**config.mk**
```make
export PLATFORM = sky130hd
export DESIGN_NAME = ql_bus_master_flat
export DESIGN_NICKNAME = d
export VERILOG_FILES = /design/src/rtl/ql_bus_master_if.sv /design/src/rtl/ql_bus_master.sv /design/src/flat_wrapper.sv
export SDC_FILE = /design/constraint.sdc
export NUM_CORES = 1
export LEC_CHECK = 0
export CORE_ASPECT_RATIO = 0.5
export CORE_MARGIN = 2
export CORE_UTILIZATION = 41
export DETAILED_ROUTE_END_ITERATION = 10
export PLACE_DENSITY = 0.89
export SYNTH_ARGS = -nofsm -noshare
export SYNTH_HDL_FRONTEND = slang
export SYNTH_SLANG_ARGS = --single-unit
```
**constraint.sdc**
```tcl
create_clock -name clk -period 1.8 [get_ports clk]
set_input_delay 0.36 -clock clk [delete_from_list [all_inputs] [get_ports clk]]
set_output_delay 0.36 -clock clk [all_outputs]
set_load 0.05 [all_outputs]
```
**src/rtl/ql_bus_master_if.sv**
```systemverilog
// rtl/ql_bus_master_if.sv - request-side and expansion-bus signals of the QL bus initiator
interface ql_bus_master_if #(
    parameter int ADDR_W = 20
);
    logic              req;
    logic              we;
    logic [ADDR_W-1:0] addr;
    logic [7:0]        wdata;
    logic [7:0]        rdata;
    logic              ack;
    logic              err;
    logic              busy;
    logic [ADDR_W-1:0] address;
    logic              asl;
    logic              dsl;
    logic              rdwl;
    logic [7:0]        data_out;
    logic              data_oe;
    logic [7:0]        data_in;
    logic              dtackl;

    modport master (
        input  req, we, addr, wdata, data_in, dtackl,
        output rdata, ack, err, busy, address, asl, dsl, rdwl, data_out, data_oe
    );

    modport slave (
        output req, we, addr, wdata, data_in, dtackl,
        input  rdata, ack, err, busy, address, asl, dsl, rdwl, data_out, data_oe
    );
endinterface

```
**src/rtl/ql_bus_master.sv**
```systemverilog
// rtl/ql_bus_master.sv - 68008-style expansion-bus cycle generator; QL_BUS_TIMEOUT_EN adds a dtack timeout
module ql_bus_master #(
    parameter int ADDR_W  = 20,
    parameter int TIMEOUT = 255
) (
    input  logic                clk,
    input  logic                rstl,
    ql_bus_master_if.master     bus
);
    typedef enum logic [2:0] {
        IDLE, S_ADDR, S_AS, S_DS, S_LATCH, S_END
    } state_t;

    state_t            state_q, state_d;
    logic              dtack_meta_q, dtack_s_q;
    logic [ADDR_W-1:0] address_q, address_d;
    logic [7:0]        data_out_q, data_out_d;
    logic [7:0]        rdata_q, rdata_d;
    logic              we_q, we_d;
    logic              rdwl_q, rdwl_d;
    logic              asl_q, asl_d;
    logic              dsl_q, dsl_d;
    logic              data_oe_q, data_oe_d;
    logic              ack_q, ack_d;
    logic              err_q, err_d;
    logic              busy_q, busy_d;
    logic              expire;

`ifdef QL_BUS_TIMEOUT_EN
    localparam int CNT_W = ($clog2(TIMEOUT + 1) > 8) ? $clog2(TIMEOUT + 1) : 8;

    logic [CNT_W-1:0] cnt_q, cnt_d, cnt_inc;

    assign cnt_inc = cnt_q + CNT_W'(1);
    assign expire  = (cnt_inc == CNT_W'(TIMEOUT));

    // Restarts on every state change, so S_DS and S_END each get a full window.
    always_comb begin
        cnt_d = cnt_q;
        if (state_d != state_q)
            cnt_d = '0;
        else if (state_q == S_DS || state_q == S_END)
            cnt_d = cnt_inc;
    end

    always_ff @(posedge clk or negedge rstl) begin
        if (!rstl) cnt_q <= '0;
        else       cnt_q <= cnt_d;
    end
`else
    assign expire = (TIMEOUT < 0);
`endif

    always_comb begin
        state_d    = state_q;
        address_d  = address_q;
        data_out_d = data_out_q;
        rdata_d    = rdata_q;
        we_d       = we_q;
        rdwl_d     = rdwl_q;
        err_d      = 1'b0;
        case (state_q)
            IDLE: begin
                if (bus.req) begin
                    address_d  = bus.addr;
                    data_out_d = bus.wdata;
                    we_d       = bus.we;
                    rdwl_d     = ~bus.we;
                    state_d    = S_ADDR;
                end
            end
            S_ADDR: state_d = S_AS;
            S_AS:   state_d = S_DS;
            S_DS: begin
                if (!dtack_s_q) begin
                    state_d = S_LATCH;
                end else if (expire) begin
                    state_d = S_END;
                    err_d   = 1'b1;
                end
            end
            S_LATCH: begin
                if (!we_q)
                    rdata_d = bus.data_in;
                state_d = S_END;
            end
            S_END: begin
                if (dtack_s_q || expire) begin
                    state_d = IDLE;
                    rdwl_d  = 1'b1;
                end
            end
            default: state_d = IDLE;
        endcase

        // Strobes are decoded from the next state so they leave the flops glitch-free.
        asl_d     = !(state_d inside {S_AS, S_DS, S_LATCH});
        dsl_d     = !(state_d inside {S_DS, S_LATCH});
        data_oe_d = we_d && (state_d inside {S_ADDR, S_AS, S_DS, S_LATCH});
        busy_d    = (state_d != IDLE);
        ack_d     = (state_d == S_END) && (state_q != S_END);
    end

    always_ff @(posedge clk or negedge rstl) begin
        if (!rstl) begin
            state_q      <= IDLE;
            dtack_meta_q <= 1'b1;
            dtack_s_q    <= 1'b1;
            address_q    <= '0;
            data_out_q   <= '0;
            rdata_q      <= '0;
            we_q         <= 1'b0;
            rdwl_q       <= 1'b1;
            asl_q        <= 1'b1;
            dsl_q        <= 1'b1;
            data_oe_q    <= 1'b0;
            ack_q        <= 1'b0;
            err_q        <= 1'b0;
            busy_q       <= 1'b0;
        end else begin
            state_q      <= state_d;
            dtack_meta_q <= bus.dtackl;
            dtack_s_q    <= dtack_meta_q;
            address_q    <= address_d;
            data_out_q   <= data_out_d;
            rdata_q      <= rdata_d;
            we_q         <= we_d;
            rdwl_q       <= rdwl_d;
            asl_q        <= asl_d;
            dsl_q        <= dsl_d;
            data_oe_q    <= data_oe_d;
            ack_q        <= ack_d;
            err_q        <= err_d;
            busy_q       <= busy_d;
        end
    end

    assign bus.address  = address_q;
    assign bus.data_out = data_out_q;
    assign bus.rdata    = rdata_q;
    assign bus.rdwl     = rdwl_q;
    assign bus.asl      = asl_q;
    assign bus.dsl      = dsl_q;
    assign bus.data_oe  = data_oe_q;
    assign bus.ack      = ack_q;
    assign bus.err      = err_q;
    assign bus.busy     = busy_q;
endmodule
```
**src/flat_wrapper.sv**
```systemverilog
// flat-port wrapper written by rule: the top's interface ports become plain ports
module ql_bus_master_flat 
#(
    parameter int ADDR_W  = 20,
    parameter int TIMEOUT = 255
)
  (clk, rstl, bus_req, bus_we, bus_addr, bus_wdata, bus_data_in, bus_dtackl, bus_rdata, bus_ack, bus_err, bus_busy, bus_address, bus_asl, bus_dsl, bus_rdwl, bus_data_out, bus_data_oe);
  ql_bus_master_if #(.ADDR_W(ADDR_W)) bus_i ();
  input  logic clk;
  input  logic rstl;
  input wire logic [$bits(bus_i.req)-1:0] bus_req;
  input wire logic [$bits(bus_i.we)-1:0] bus_we;
  input wire logic [$bits(bus_i.addr)-1:0] bus_addr;
  input wire logic [$bits(bus_i.wdata)-1:0] bus_wdata;
  input wire logic [$bits(bus_i.data_in)-1:0] bus_data_in;
  input wire logic [$bits(bus_i.dtackl)-1:0] bus_dtackl;
  output wire logic [$bits(bus_i.rdata)-1:0] bus_rdata;
  output wire logic [$bits(bus_i.ack)-1:0] bus_ack;
  output wire logic [$bits(bus_i.err)-1:0] bus_err;
  output wire logic [$bits(bus_i.busy)-1:0] bus_busy;
  output wire logic [$bits(bus_i.address)-1:0] bus_address;
  output wire logic [$bits(bus_i.asl)-1:0] bus_asl;
  output wire logic [$bits(bus_i.dsl)-1:0] bus_dsl;
  output wire logic [$bits(bus_i.rdwl)-1:0] bus_rdwl;
  output wire logic [$bits(bus_i.data_out)-1:0] bus_data_out;
  output wire logic [$bits(bus_i.data_oe)-1:0] bus_data_oe;
  assign bus_i.req = bus_req;
  assign bus_i.we = bus_we;
  assign bus_i.addr = bus_addr;
  assign bus_i.wdata = bus_wdata;
  assign bus_i.data_in = bus_data_in;
  assign bus_i.dtackl = bus_dtackl;
  assign bus_rdata = bus_i.rdata;
  assign bus_ack = bus_i.ack;
  assign bus_err = bus_i.err;
  assign bus_busy = bus_i.busy;
  assign bus_address = bus_i.address;
  assign bus_asl = bus_i.asl;
  assign bus_dsl = bus_i.dsl;
  assign bus_rdwl = bus_i.rdwl;
  assign bus_data_out = bus_i.data_out;
  assign bus_data_oe = bus_i.data_oe;
  ql_bus_master #(.ADDR_W(ADDR_W), .TIMEOUT(TIMEOUT)) u_core (.clk(clk), .rstl(rstl), .bus(bus_i));
endmodule
```
==> results <==
placed cells by master, fill, tap and decap left out, types with 3 or more instances in the layout:
cell type        synthesis  routed
buf_4                    1      44
clkbuf_8                 0       6
clkdlybuf4s50_1          0      39
dfrtp_1                 43      43
dfstp_2                  5       5
inv_1                    3       3
mux2_2                  35      35
nand2_1                  4       4
nand3_1                  3       3
nor2_1                   3       3
kinds of logic (layout without fill, tap and decap cells):
logic type | count (synthesis) | after routing | share of synthesized area
compound gates | 6 | 6 | 0.02096
buf+inv | 9 | 97 | 0.03718
flops | 48 | 48 | 0.6525
mux | 37 | 37 | 0.2252
other cells | 1 | 1 | 0.002026
simple gates | 17 | 17 | 0.06221
critical path, delay by kind of cell, from the launching register on:
family / cells / cell delay, ps
multiplexers: 1 / 400
AND/OR/NAND/NOR: 2 / 630
flip-flops: 1 / 490
through the flow:
step	setup slack (ps)	util	instances	hold WS, ps	cell area, um2
final	162.7	0.6238	263	16.36	2720
after global routing	76.79	0.6238	263	45.84	2720
after CTS	158.2	0.6238	263	33.49	2720
after detailed placement	-44.37	0.6032	255	346.8	2630
after global placement	-10.74	0.6032	255	336.0	2630
after floorplan	311.8	-	118	64.41	1851
sequential cells by signal, indices dropped and copies added, names as in the netlist:
| name | count |
|---|---|
| u_core.bus.rdwl | 1 |
| u_core.bus.busy | 1 |
| u_core.bus.data_out | 8 |
| u_core.bus.data_oe | 1 |
| u_core.bus.rdata | 8 |
| u_core.bus.dsl | 1 |
| u_core.bus.ack | 1 |
| u_core.dtack_s_q | 1 |
| u_core.state_q | 3 |
| u_core.we_q | 1 |
| u_core.dtack_meta_q | 1 |
| u_core.bus.asl | 1 |
| u_core.bus.address | 20 |
worst paths after layout:
kind	end	slack, ps	depth (start not counted)
max	u_core.bus.rdata[4]	160	3
min in group clk	u_core.dtack_s_q	360	0
max reg2reg	u_core.bus.rdata[4]	160	3
max in group asynchronous	u_core.bus.dsl	1200	2
min	u_core.bus.data_out[6]	20	1
min reg2reg	u_core.dtack_s_q	360	0
Yosys cell counts:
| library cell | n | area [um2] |
|---|---|---|
| nor2b_1 | 1 | 6.260 |
| inv_1 | 3 | 11.26 |
| dfstp_2 | 5 | 131.4 |
| conb_1 | 1 | 3.750 |
| buf_2 | 1 | 5.000 |
| nand2b_2 | 1 | 8.760 |
| mux2_2 | 35 | 394.1 |
| nand3_1 | 3 | 15.01 |
| dfrtp_1 | 43 | 1076 |
| mux2_1 | 2 | 22.52 |
| o21ai_0 | 2 | 10.01 |
| nand2b_1 | 1 | 6.260 |
| nor2_1 | 3 | 11.26 |
| buf_4 | 1 | 7.510 |
| o22ai_1 | 1 | 6.260 |
| a21oi_1 | 1 | 5.000 |
| buf_6 | 4 | 45.04 |
| nand4_1 | 1 | 6.260 |
| and2_1 | 1 | 6.260 |
| nand2_1 | 4 | 15.01 |
| nor3_4 | 1 | 16.27 |
| nor4b_4 | 1 | 23.77 |
| a211o_1 | 2 | 17.52 |
routing by layer:
metal	share of wire	track usage	vias to the layer above
met3	0.038	0.03360	6
met5	0	0	-
met4	0.017	0.06164	0
met2	0.57	0.3086	26
li1	-	-	582
met1	0.37	0.1743	636
final cells by class:
cell class                      instances  area share
Tap cell                               57     0.02622
Timing Repair Buffer                   86      0.2815
Inverter                                3    0.004140
Clock buffer                            8     0.03312
Sequential cell                        48      0.4439
Multi-Input combinational cell         61      0.2111
==> reports/results.tsv <==
stage	metric	value	unit
global_routing	grt_max_degree	29	
die	start_util	0.4244	
setup_path	timing.rr.start	u_core.state_q[1]	
placed_design	place_congestion	0.7326	
placed_design	io_buffer_count	82	
sta	setup_violations	0	
detailed_routing	drt.antenna.violating_nets	0	
sta	hold_viol_final	0	
logic_synthesis	synth-seq-cells	48	
detailed_routing	vias	1250	
detailed_routing	drc_errors	0	
setup_path	cp-start-kind	flop	
detailed_routing	first_iter_violations	28	
detailed_routing	wirelength	3804	um
clock_tree	h-tree-depth	2	
die	io_pins	84	
clock_tree	cts_setup_buffers	0	
finish	area_growth	46.99	%
setup_path	worstSetupStartpoint	u_core.state_q[1]	
min_path	holdCritPathClass	in -> async	
logic_synthesis	ys_seq_area_frac	0.6525	
clock_tree	cts.reportedPaths.clkPinSlew	80	ps
sta	tns	0	ps
global_routing	grt_util_all_layers	0.1589	
sta	fmax	610.8	MHz
die	core	4360	um2
clock_tree	cts_tree	done	
finish	multiInputGateArea	574.3	um2
finish	diodes	0	
sta	clock_skew	5.066	ps
logic_synthesis	postSynthAreaPerCell	15.68	um2
setup_path	cp.required	1980	ps
clock_tree	postCtsHoldBufs	0	
clock_tree	cts_sinks	48	
setup_path	cp_max_fo	9	
status	status	complete, no violations	
clock_tree	clk_path_buf_depth	2	
setup_path	cpMaxStageDelayCell	dfrtp_1	
sta	post-route-min-period	1637	ps
finish	fillers	319	
global_routing	first_global_vias	1390	
finish	drive_above_1_share	0.4660	
global_routing	grt_pass1_wl	6230	um
sta	rsz0062_at_grt	false	
die	dieHeight	51.51	um
setup_path	crit_chain	nand2b_2, nor3_4, mux2_2	
global_routing	antenna_found_initial	0	
global_routing	overflow	0	
logic_synthesis	synth_cell_type_count	23	
clock_tree	cts_made_buffers	5	
setup_path	end_kind	flop	
finish	seqCellArea	1207	um2
detailed_routing	wire_per_inst	14.46	um
logic_synthesis	yosys_warnings	0	
sta	timing.final.crit_share	0.9096	
detailed_routing	drt_pass1_iterations	4	
detailed_routing	via_per_inst	4.753	
clock_tree	root_buffer	clkbuf_8	
die	dieWidth	99.01	um
logic_synthesis	syn_nets	159	
setup_path	crit_type	reg -> reg	
sta	final_max_slew_viol_count	0	
setup_path	worstPathArrival	1810	ps
logic_synthesis	synth_cells	118	
clock_tree	postCtsResizedCells	0	
clock_tree	clock_latency	290	ps
logic_synthesis	synth_area	1851	um2
die	rows	17	
placed_design	dp_hpwl	2967	um
die	dieArea	5100	um2
setup_path	max_stage_delay	490	ps
job	drv_cap	0	
finish	final_nets	246	
Power of run 1 is left out: the tool's default activity adds up to more than one toggle a clock period on the data nets, which glitch-free logic cannot reach.
